--- config.mk ---
export PLATFORM = sky130hd
export DESIGN_NAME = reaction_timer_ctrl
export DESIGN_NICKNAME = d
export VERILOG_FILES = /design/src/rtl/reaction_timer_ctrl.sv
export SDC_FILE = /design/constraint.sdc
export NUM_CORES = 1
export LEC_CHECK = 0
export CORE_MARGIN = 2
export CORE_UTILIZATION = 40
export CTS_CLUSTER_DIAMETER = 200
export DETAILED_ROUTE_END_ITERATION = 8
export GPL_TIMING_DRIVEN = 0
export PLACE_DENSITY = 0.63
export SETUP_SLACK_MARGIN = 0.02
export SLEW_MARGIN = 20
export SYNTH_ARGS = -nofsm -noshare
export SYNTH_HDL_FRONTEND = slang
export SYNTH_SLANG_ARGS = --single-unit
--- constraint.sdc ---
create_clock -name clock -period 4.4 [get_ports clock]
set_input_delay 1.1 -clock clock [delete_from_list [all_inputs] [get_ports clock]]
set_output_delay 1.1 -clock clock [all_outputs]
set_load 0.02 [all_outputs]
--- src/rtl/reaction_timer_ctrl.sv ---
// Reaction-timer sequencer: arms a pseudo-random delay, runs the external ms counter
// from GO until stop, flags early stops as fouls and keeps the best (minimum) time.
module reaction_timer_ctrl #(
  parameter int COUNT_W      = 20,
  parameter int MIN_DELAY_MS = 1000,
  parameter int RAND_BITS    = 11,
  parameter int FOUL_HOLD_MS = 2000,
  parameter int MAX_MS       = 999999
) (
  input  logic               clock,
  input  logic               reset,
  input  logic               tick_ms,
  input  logic               start_btn,
  input  logic               stop_btn,
  input  logic               clear_best,
  input  logic [COUNT_W-1:0] ms_count,
  output logic               cnt_clear,
  output logic               cnt_run,
  output logic               go_led,
  output logic               foul_led,
  output logic               new_best,
  output logic [COUNT_W-1:0] best_ms,
  output logic [2:0]         state
);

  localparam int DELAY_W = $clog2(MIN_DELAY_MS + (2 ** RAND_BITS));
  localparam int HOLD_W  = $clog2(FOUL_HOLD_MS + 1);

  typedef enum logic [2:0] {
    S_IDLE  = 3'd0,
    S_ARMED = 3'd1,
    S_RUN   = 3'd2,
    S_DONE  = 3'd3,
    S_FOUL  = 3'd4
  } state_t;

  state_t               state_r, state_nxt_s;
  logic [15:0]          lfsr_r;
  logic                 start_prev_r, stop_prev_r;
  logic                 start_rise_s, stop_rise_s;
  logic [DELAY_W-1:0]   delay_r, delay_nxt_s, delay_load_s;
  logic [HOLD_W-1:0]    hold_r, hold_nxt_s;
  logic [COUNT_W-1:0]   best_r, best_nxt_s;
  logic                 new_best_r, new_best_nxt_s;
  logic                 cnt_clear_r, cnt_run_r, go_led_r, foul_led_r;

  // Moore decode of a state into {cnt_clear, cnt_run, go_led, foul_led}.
  function automatic logic [3:0] decode_outputs(input state_t s);
    case (s)
      S_IDLE:  decode_outputs = 4'b1000;
      S_ARMED: decode_outputs = 4'b1000;
      S_RUN:   decode_outputs = 4'b0110;
      S_DONE:  decode_outputs = 4'b0000;
      S_FOUL:  decode_outputs = 4'b1001;
      default: decode_outputs = 4'b1000;
    endcase
  endfunction

  assign start_rise_s = start_btn & ~start_prev_r;
  assign stop_rise_s  = stop_btn & ~stop_prev_r;
  assign delay_load_s = DELAY_W'(MIN_DELAY_MS) + DELAY_W'(lfsr_r[RAND_BITS-1:0]);

  // Next-state, counter and best-time logic.
  always_comb begin
    state_nxt_s    = state_r;
    delay_nxt_s    = delay_r;
    hold_nxt_s     = hold_r;
    best_nxt_s     = best_r;
    new_best_nxt_s = 1'b0;
    case (state_r)
      S_IDLE, S_DONE: begin
        if (start_rise_s) begin
          state_nxt_s = S_ARMED;
          delay_nxt_s = delay_load_s;
        end else begin
          state_nxt_s = state_r;
        end
        if (clear_best) begin
          best_nxt_s = {COUNT_W{1'b1}};
        end else begin
          best_nxt_s = best_r;
        end
      end
      S_ARMED: begin
        if (stop_rise_s) begin
          state_nxt_s = S_FOUL;
          hold_nxt_s  = HOLD_W'(FOUL_HOLD_MS);
        end else if (tick_ms) begin
          delay_nxt_s = delay_r - DELAY_W'(1);
          if (delay_r == DELAY_W'(1)) begin
            state_nxt_s = S_RUN;
          end else begin
            state_nxt_s = S_ARMED;
          end
        end else begin
          state_nxt_s = S_ARMED;
        end
      end
      S_RUN: begin
        if (stop_rise_s) begin
          state_nxt_s = S_DONE;
          if (ms_count < best_r) begin
            best_nxt_s     = ms_count;
            new_best_nxt_s = 1'b1;
          end else begin
            best_nxt_s = best_r;
          end
        end else if (ms_count >= COUNT_W'(MAX_MS)) begin
          state_nxt_s = S_DONE;
        end else begin
          state_nxt_s = S_RUN;
        end
      end
      S_FOUL: begin
        if (tick_ms) begin
          hold_nxt_s = hold_r - HOLD_W'(1);
          if (hold_r == HOLD_W'(1)) begin
            state_nxt_s = S_IDLE;
          end else begin
            state_nxt_s = S_FOUL;
          end
        end else begin
          state_nxt_s = S_FOUL;
        end
      end
      default: state_nxt_s = S_IDLE;
    endcase
  end

  // State, LFSR, edge-detect and registered output update.
  always_ff @(posedge clock) begin
    if (reset) begin
      state_r      <= S_IDLE;
      lfsr_r       <= 16'hACE1;
      // Capture the live level so a button held through reset needs a fresh press.
      start_prev_r <= start_btn;
      stop_prev_r  <= stop_btn;
      delay_r      <= {DELAY_W{1'b0}};
      hold_r       <= {HOLD_W{1'b0}};
      best_r       <= {COUNT_W{1'b1}};
      new_best_r   <= 1'b0;
      {cnt_clear_r, cnt_run_r, go_led_r, foul_led_r} <= decode_outputs(S_IDLE);
    end else begin
      state_r      <= state_nxt_s;
      lfsr_r       <= {lfsr_r[14:0], lfsr_r[15] ^ lfsr_r[13] ^ lfsr_r[12] ^ lfsr_r[10]};
      start_prev_r <= start_btn;
      stop_prev_r  <= stop_btn;
      delay_r      <= delay_nxt_s;
      hold_r       <= hold_nxt_s;
      best_r       <= best_nxt_s;
      new_best_r   <= new_best_nxt_s;
      {cnt_clear_r, cnt_run_r, go_led_r, foul_led_r} <= decode_outputs(state_nxt_s);
    end
  end

  assign state     = state_r;
  assign cnt_clear = cnt_clear_r;
  assign cnt_run   = cnt_run_r;
  assign go_led    = go_led_r;
  assign foul_led  = foul_led_r;
  assign new_best  = new_best_r;
  assign best_ms   = best_r;

endmodule

==> summary.txt, run 1 <==
GRT
  • Initial antenna violation count: 0
  • Total gr overflow: 0
  • Largest net degree at the start of global routing: 12
  • Tot GR Track Use: between 10% and 20%
  • First-pass GRT wire length: 15200 um
  • Vias in the first global route: 3162

Logic synthesis
  • Post-Syn Area per Cell: 8.68 um2
  • Most common cell in the netlist: dfxtp_1
  • Sequential share of the synthesized area: approximately 37%
  • Synth top area cells: dfxtp_1 (37%), ha_1 (8.1%), nor2_1 (5.9%)
  • Flops & latches, synth: 68
  • Yosys warns: 0
  • Asr flop ratio synth: 0%
  • Primary FF master, synth: dfxtp_1
  • Top cell type's share of synthesized area: between 30% and 40%
  • Area leader, netlist: dfxtp_1
  • Syn Inst Count: 425
  • Mapped cell area: 0.00369 mm2
  • Synth cell types: 63
  • Post-synth EDFFs: 0
  • Mapped Nets: 475
  • Commonest cells post-synth: dfxtp_1 (68), nor2_1 (58), inv_1 (30)

Floorplan
  • Initial Utilization: 40.5%
  • Die ar.: around 0.010 mm2
  • Die height: around 100 um
  • Total core area: between 0.009 and 0.01 mm2
  • Die X: 100 um
  • Cell Rows: 35
  • Top Ports: 54

Drt
  • WL/cell: 14.7 um
  • Remaining DRCs: 0
  • DR vias/cell: 5.28
  • Routed via count: 3195
  • 1st-pass router iterations: 5
  • Drt initial violations: 210
  • Final antenna-violating net count: 0
  • Final wirelength: 8890 um

Critical path
  • R2R cell count: 8
  • Crit start category: primary input
  • Req. time, crit path: 4660 ps
  • Critical R2R Capture: best_ms[1]
  • R2r startpoint: best_ms[10]
  • Critical path type: primary input to flip-flop
  • R2R Setup Slk: 2120 ps
  • CP Capture Type: flip-flop
  • Critical-path top delay cell: clkdlybuf4s50_1
  • Crit path cell chain: clkdlybuf4s50_1, ha_1, nand4_2, or3_1, or4_1, nand4_2, buf_6, mux2i_1
  • Worst path max stage delay: approximately 470 ps
  • Top cell by count, worst path: nand4_2
  • CP arrival: 3380 ps
  • Worst-path maximum fanout: 10

Clock tree
  • Post-CTS sizing: 0
  • CTS tree: done
  • Clock tree buffer depth: 2
  • Num CTS Buffers: 9
  • CTS H-tree depth: 3
  • Post-CTS Setup Bufs: 0
  • Clk sinks: 68
  • Clk_lat worst skew: 340 ps
  • Hold_buf cts: 0
  • Clock root buffer: clkbuf_8
  • Worst-path clk slew: 70 ps

Pwr
  • Pleak: 2.07 nW
  • Combinational Power Share: ~14%
  • P_sw: 381 uW
  • Cell-internal power: roughly 1.1 mW
  • Flop pwr share: about 47%
  • IR drop worst, VDD: ~0.14 mV
  • Switching part of the total: 26.4%
  • PD cells: 315 mW/mm2
  • Clock share of power: 39.1%

Timing
  • Skew final: 17.1 ps
  • Relative slew margins: between 50% and 60%
  • RSZ-0062 raised after global routing: false
  • Final setup fails: 0
  • Total negative setup slack: 0 ps
  • Fmax: 320 MHz
  • Final worst path period need: 3130 ps
  • Final max-slew violation count: 0
  • Final hold viol count: 0
  • Period Utilization, post-route: between 70% and 80%
  • Measured slew at the worst slew-check pin: 694 ps

Placed design
  • PortBufs: 53
  • Final Wtd Congestion: 0.877
  • Detailed placer's ending HPWL: around 6500 um
  • DP Area: 0.00436 mm2

Status
  • Outcome: finished, final reports clean

Final layout
  • Area grow syn2layout: 24.2%
  • Layout cell share with drive strength beyond 1: 8.70%
  • Post-route cell area: 0.00458 mm2
  • # diodes: 0
  • Final net count: 539

Hold path
  • Min-Delay Path Depth: 1
  • Worst Hold Endpoint: lfsr_r[15]
  • Hold WC Path Type: flip-flop to flip-flop
  • Hold_sp: lfsr_r[14]

Run
  • Max_cap viols: 0
-- critical path: cells and delay by family --
kind,cells,cell delay [ps]
and+or+nand+nor,4,1090
adders and majority gates,1,340
muxes,1,190
buffers and inverters,2,670
-- cells in the final DEF (no fill, tap or decap), types with 7 or more instances in the layout --
cell type        count
xnor2_1              7
nand3_1              8
nor2_1              58
mux2i_1             20
inv_1               30
nor2b_1             11
clkbuf_8            14
a21oi_1             28
o31ai_1              7
nand2_1             22
dfxtp_1             68
o21ai_0              8
nor3_1              13
or2_2                8
clkdlybuf4s50_1     53
ha_1                24
clkbuf_1            12
xor2_1              10
-- registers in the layout, summed over array words and instances (netlist names) --
name and cells:
stop_prev_r 1, delay_r 12, cnt_run 1, state 3, lfsr_r 16, new_best 1
foul_led 1, best_ms 20, hold_r 11, start_prev_r 1, cnt_clear 1
-- cell type report --
class | count | area (um2)
fillers | 869 | 4530
clock buffers | 13 | 179
plain buffers | 22 | 136
repair buffers | 53 | 531
flip-flops and latches | 68 | 1360
inverters | 30 | 113
multi-input cells | 305 | 2080
well taps | 111 | 139
clock inverters | 3 | 42.5
-- stage by stage --
stage	hold WS, ps	instances	setup slack (ps)	utilization, %	power (mW)
after floorplan	389	425	1570	-	0.817
after global placement	396	589	925	47.8	0.888
after detailed placement	396	589	924	47.8	0.891
after CTS	412	605	1260	50.3	1.45
after global routing	426	605	1130	50.3	1.51
final	411	605	1270	50.3	1.44
-- cells by family after synthesis --
logic type,count (synthesis),share of synthesized area (%)
fa+ha+maj,24,8.14
flops,68,36.9
xor+xnor,17,4.04
compound gates,84,16.0
buf+inv,52,6.75
simple gates,160,22.8
mux,20,5.43
-- power by group through the flow --
stage	combinational (mW)	clock (mW)	sequential, mW
after floorplan	0.137	0	0.679
after global placement	0.204	0	0.684
after detailed placement	0.206	0	0.684
after CTS	0.208	0.576	0.670
after global routing	0.232	0.603	0.674
final	0.208	0.564	0.670
-- worst max-delay path by stage --
stage | start | endpoint | slack, ps | depth (start not counted)
5_1_grt | ms_count[11] | best_ms[16] | 1130 | 8
4_1_cts | ms_count[10] | best_ms[13] | 1260 | 8
3_3_place_gp | ms_count[11] | best_ms[3] | 920 | 8
2_1_floorplan | ms_count[11] | best_ms[10] | 1570 | 7
3_5_place_dp | ms_count[10] | best_ms[13] | 920 | 8
6_report | ms_count[10] | best_ms[1] | 1270 | 8
-- metal layers --
layer | global-route usage, % | up-vias | part of all wire (%)
li1 | - | 1628 | -
met3 | 3.06 | 10 | 4.6
met2 | 30.2 | 73 | 45
met5 | 0 | - | 0
met4 | 6.01 | 0 | 0.96
met1 | 25.4 | 1484 | 49
(Power assumes the default switching activity.)
==> inputs of run 2 (changes only) <==
==> constraint.sdc (replaced) <==
create_clock -name clock -period 3.2 [get_ports clock]
set_input_delay 0.8 -clock clock [delete_from_list [all_inputs] [get_ports clock]]
set_output_delay 0.8 -clock clock [all_outputs]
set_load 0.02 [all_outputs]
==> results of run 2 <==
The final DEF is identical to that of run 1. Status: finished, final reports clean.
Among the figures that moved: setup slack after placement 924 ps -> 24.2 ps; setup slack after layout 1270 ps -> 374 ps; register-to-register setup slack 2120 ps -> 920 ps; total power 1.44 mW -> 1.98 mW; worst IR drop on VDD 0.136 mV -> 0.187 mV
==> inputs of run 3 (changes only) <==
--- a/config.mk
+++ b/config.mk
@@ -6,11 +6,12 @@
 export NUM_CORES = 1
 export LEC_CHECK = 0
 export CORE_MARGIN = 2
-export CORE_UTILIZATION = 40
+export CORE_UTILIZATION = 35
 export CTS_CLUSTER_DIAMETER = 200
 export DETAILED_ROUTE_END_ITERATION = 8
 export GPL_TIMING_DRIVEN = 0
-export PLACE_DENSITY = 0.63
+export PLACE_DENSITY = 0.57
+export REMOVE_ABC_BUFFERS = 1
 export SETUP_SLACK_MARGIN = 0.02
 export SLEW_MARGIN = 20
 export SYNTH_ARGS = -nofsm -noshare
==> run 3 against run 2 <==
Compared with the run above: design area is 2.7% lower; highest routed layer unchanged; sequential cell count stayed put; register-to-register slack worse by 210 ps; count of clock-buffer cells in the layout is 1 higher; worst setup slack worse by 130 ps; worst hold slack hardly changed.
==> summary.txt, run 3 (synthesized netlist as in run 1, its figures left out) <==
Critical path
  • Crit path cell chain: clkdlybuf4s50_1, ha_1, nand4_2, or3_1, or4_1, nand4_4, mux2i_1
  • Worst path max stage delay: 460 ps
  • Critical path type: primary input to flip-flop
  • Worst-path maximum fanout: 21
  • Critical Path Source: ms_count[11]
  • CP delay by family, top: simple AND/OR/NAND/NOR gates
  • CP Capture Type: flip-flop
  • Req. time, crit path: 3460 ps
  • CP arrival: 3220 ps
  • R2r startpoint: state[2]
  • Crit start category: primary input
  • Critical-path top delay cell: or4_1
  • Worst Path Buf+Inv: 1

Floorplan
  • Cell Rows: 37
  • Die ar.: 0.0114 mm2
  • Die X: 107 um
  • Initial Utilization: a little over a third
  • Total core area: 0.0103 mm2
  • Top Ports: 54
  • Die height: between 100 and 150 um

Drt
  • Drt initial violations: 104
  • Met1 WL: 4230 um
  • Final antenna-violating net count: 0
  • DR vias/cell: 5.10
  • Final wirelength: 8820 um
  • 1st-pass router iterations: 4
  • Met3 WL post-DR: 434 um
  • WL/cell: 14.5 um
  • Routed via count: 3101
  • Remaining DRCs: 0
  • Top Metal Used: met4
  • Routed length on met2: 4020 um

Pwr
  • IR drop worst, VDD: between 0.15 and 0.2 mV
  • PD cells: 422 mW/mm2
  • Pleak: 2.00 nW

GRT
  • First-pass GRT wire length: 14600 um
  • Tot GR Track Use: between 15 and 20%
  • Largest net degree at the start of global routing: 42
  • Total gr overflow: 0
  • Initial antenna violation count: 0
  • Vias in the first global route: 3028

Clock tree
  • Clock root buffer: clkbuf_8
  • Worst-path clk slew: around 70 ps
  • Clock tree buffer depth: 2
  • CTS H-tree depth: 3
  • Clk_lat worst skew: 340 ps
  • Clk sinks: 68
  • Post-CTS sizing: 0
  • Post-CTS Setup Bufs: 0
  • Num CTS Buffers: 9
  • Hold_buf cts: 0
  • CTS tree: done

Placed design
  • DP Area: 0.00426 mm2
  • Final Wtd Congestion: 0.769
  • Detailed placer's ending HPWL: about 6200 um
  • Cells after DPL: 593
  • PortBufs: 53

Final layout
  • Number of flip-flops under the largest register name: 20
  • Fillers: 1061
  • Layout cell share with drive strength beyond 1: 7.63%
  • Commonest non-fill, non-tap cell in the layout: dfxtp_1
  • Area grow syn2layout: 20.8%
  • Final net count: 518
  • Post-route cell area: 0.00446 mm2
  • Fin cells: approximately 600
  • Commonest non-fill, non-tap cells in the layout: dfxtp_1 (68), nor2_1 (58), clkdlybuf4s50_1 (52), inv_1 (30), a21oi_1 (28)
  • Final core occ: 43.4%
  • # diodes: 0

Timing
  • Hold Slack: just over 400 ps
  • Final hold viol count: 0
  • RSZ-0062 raised after global routing: false
  • Relative slew margins: 34.1%
  • Skew final: 9.80 ps
  • Total negative setup slack: 0 ps
  • Measured slew at the worst slew-check pin: 986 ps
  • Period Utilization, post-route: 92.4%
  • Fmax: 338 MHz
  • Final worst path period need: between 2000 and 3000 ps
  • Final setup fails: 0
  • Final max-slew violation count: 0

Status
  • Outcome: finished, final reports clean

Run
  • Max_cap viols: 0

Hold path
  • Hold_sp: lfsr_r[14]
  • Hold WC Path Type: flip-flop to flip-flop
run 3: changes by cell type in the layout (fill, tap and decap cells not counted):
| cell | delta |
|---|---|
| buf_2 | -2 |
| buf_6 | -3 |
| bufinv_16 | -1 |
| clkbuf_1 | -11 |
| clkbuf_8 | -1 |
| clkdlybuf4s50_1 | -1 |
| clkinvlp_4 | -1 |
| dlygate4sd1_1 | -1 |
| dlymetal6s2s_1 | -1 |
| nand4_2 | -1 |
| nand4_4 | +1 |
| nor3b_1 | -1 |
| nor3b_2 | +1 |
run 3: final timing paths:
path            endpoint  slack (ps)  depth (start not counted)
max reg2reg  best_ms[11]         710                          4
min reg2reg   lfsr_r[15]         410                          1
min           lfsr_r[15]         410                          1
max          best_ms[15]         240                          7
run 3: area by class of cell:
class	instances	area, um2	share of cell area (%)
well taps	136	170	3.82
clock inverters	1	5.00	0.112
multi-input cells	305	2090	46.9
inverters	30	113	2.53
repair buffers	54	533	12.0
flip-flops and latches	68	1360	30.5
clock buffers	14	183	4.10
run 3: report_power, final:
group | switching, mW | total [mW] | internal [mW]
combinational | 0.150 | 0.272 | 0.122
clock | 0.323 | 0.685 | 0.362
sequential | 0.0398 | 0.925 | 0.885
run 3: per-stage QoR:
stage	worst slack, ps	total power [mW]
2_1_floorplan	469	1.11
5_1_grt	100	1.97
4_1_cts	22.2	1.90
3_3_place_gp	-794	1.21
6_report	245	1.88
3_5_place_dp	-345	1.22
run 3: metal layers:
| metal | global-route usage, % | vias up |
|---|---|---|
| li1 | - | 1586 |
| met1 | 20.6 | 1424 |
| met2 | 26.6 | 78 |
| met3 | 4.19 | 13 |
| met4 | 5.29 | 0 |
| met5 | 0 | - |
==> edit (config.mk and constraints of run 2) <==
Change the parameter `RAND_BITS` from 11 to 12.
--- a/src/rtl/reaction_timer_ctrl.sv
+++ b/src/rtl/reaction_timer_ctrl.sv
@@ -5,3 +5,3 @@
   parameter int MIN_DELAY_MS = 1000,
-  parameter int RAND_BITS    = 11,
+  parameter int RAND_BITS    = 12,
   parameter int FOUL_HOLD_MS = 2000,
Behaviour: same outputs for any inputs over 10 cycles, from zero or initial values and one cycle with reset high; that may be too few to reach the edited logic, so the function may still have changed.
==> edit against run 2 <==
- setup slack worse by 0.0044 ns
- area after synthesis down 1.0%
- routed wire length is 2.2% lower
- sequential share of layout area grew 0.76 points
- non-clock buffer count is 1 lower
- sequential cell count rose by 1
- synthesized cell count rose by 4.2%
- total power increased by 2.7%
- register-to-register slack got worse by 0.10 ns
- first-iteration DRC count decreased by 47%
- cell area is 1.1% lower
- largest power group unchanged
==> edit: results (changes against run 2) <==
{
  "finish": {
    "drive_above_1_share": {"value": 6.05, "unit": "%", "change": "-2.6 points"},
    "num-fill-cells": {"value": 851, "change": "-2.1%"},
    "final.signal_buffer_count": {"value": 74, "change": "-1.3%"},
    "non_clock_inverter_count": {"value": 25, "change": "-17%"},
    "sequential_share_of_cell_area": {"value": 30.5, "unit": "%", "change": "+0.76 points"},
    "multi_input_area_share": {"value": 45.7, "unit": "%", "change": "+0.35 points"},
    "clockNetworkAreaShare": {"value": 4.72, "unit": "%", "change": "-0.11 points"}
  },
  "critical_path": {
    "worstReg2RegStart": "state[0]$_SDFF_PP0_",
    "worst-path-max-fanout": {"value": 5, "change": "-5"},
    "r2r-end": "delay_r[5]$_SDFFE_PP0P_",
    "timing.reg2reg.setup_slack": {"value": 0.82, "unit": "ns", "change": "-0.10 ns"}
  },
  "route": {
    "wirelength_met1": {"value": 4110, "unit": "um", "change": "-5.9%"},
    "post_detailed_routing_wire_length": {"value": 8690, "unit": "um", "change": "-2.2%"},
    "met2RoutedLength": {"value": 4090, "unit": "um", "change": "+1.6%"},
    "detailroute.via_count": {"value": 3243, "change": "+1.5%"},
    "drt-initial-drc-count": {"value": 112, "change": "-47%"},
    "detail_route.wl_per_cell": {"value": 14.0, "unit": "um", "change": "-4.5%"}
  },
  "floorplanning": {
    "die_area": {"value": 9910, "unit": "um2", "change": "-0.98%"}
  },
  "timing": {
    "final.period_utilization": {"value": 88.4, "unit": "%", "change": "+0.14 points"},
    "finClkSkew": {"value": 0.0128, "unit": "ns", "change": "-0.00434 ns"}
  },
  "power": {
    "share_seq_of_total_power": {"value": 45.9, "unit": "%", "change": "-0.6 points"},
    "vdd.ir_drop.worst": {"value": 0.310, "unit": "mV", "change": "+66%"},
    "power.static_leakage": {"value": 0.00195, "unit": "uW", "change": "-6.0%"},
    "swShare": {"value": 27.4, "unit": "%", "change": "+1.0 points"}
  },
  "placed_design": {
    "placed_cells_incl_taps": {"value": 604, "change": "+2.5%"},
    "place_ws": {"value": 0.0268, "unit": "ns", "change": "+0.00263 ns"},
    "hpwl": {"value": 6420, "unit": "um", "change": "-0.95%"}
  },
  "logic_synthesis": {
    "synth_common_cells": "dfxtp_1, nor2_1, nand2_1, a21oi_1, o21ai_0",
    "synth.ff_latch_count": {"value": 69, "change": "+1.5%"},
    "synth.area.top_cells": "dfxtp_1, ha_1, nor2_1",
    "syn-instance-count": {"value": 443, "change": "+4.2%"},
    "synth.yosys.seq_area_share": {"value": 37.8, "unit": "%", "change": "+0.93 points"},
    "synthesis.nets": {"value": 493, "change": "+3.8%"}
  },
  "grt": {
    "grt_util_met2": {"value": 29.5, "unit": "%", "change": "-0.73 points"},
    "global_route_wire_length_before_repair": {"value": 14600, "unit": "um", "change": "-3.7%"},
    "globalRouteMet3Util": {"value": 4.01, "unit": "%", "change": "+0.94 points"},
    "grt_start_max_net_pins": {"value": 13, "change": "+1"},
    "global_route.usage.met1": {"value": 24.3, "unit": "%", "change": "-1.0 points"}
  },
  "run_status": {
    "outcome": "completed"
  }
}
edit: cell count changes in the layout (fill, tap and decap cells not counted), sizes merged, moves of 4 or more:
cell     delta
nand2       +7
a2111oi     -5
a21boi      +4
xnor2       +4
o31ai       -5
nor2       +13
o21a        -4
o21ai      +18
nor2b       +5
nor3        +5
o211ai      -4
inv         -4
edit: worst register-to-register path: cells and delay by family (launching register included):
family | cells | cell delay [ns]
buffers and inverters | 3 | 0.72
AOI/OAI and AO/OA | 3 | 0.69
and+or+nand+nor | 3 | 0.53
DFF | 1 | 0.33
edit: logic make-up after synthesis:
family / count (synthesis) / share of synthesized area, %
xor gates and xnor gates: 18 / 4.32
adders and majority gates: 24 / 8.22
buffers and inverters: 46 / 5.41
and+or+nand+nor: 182 / 24.6
DFF: 69 / 37.8
AOI/OAI and AO/OA: 84 / 14.2
muxes: 20 / 5.48
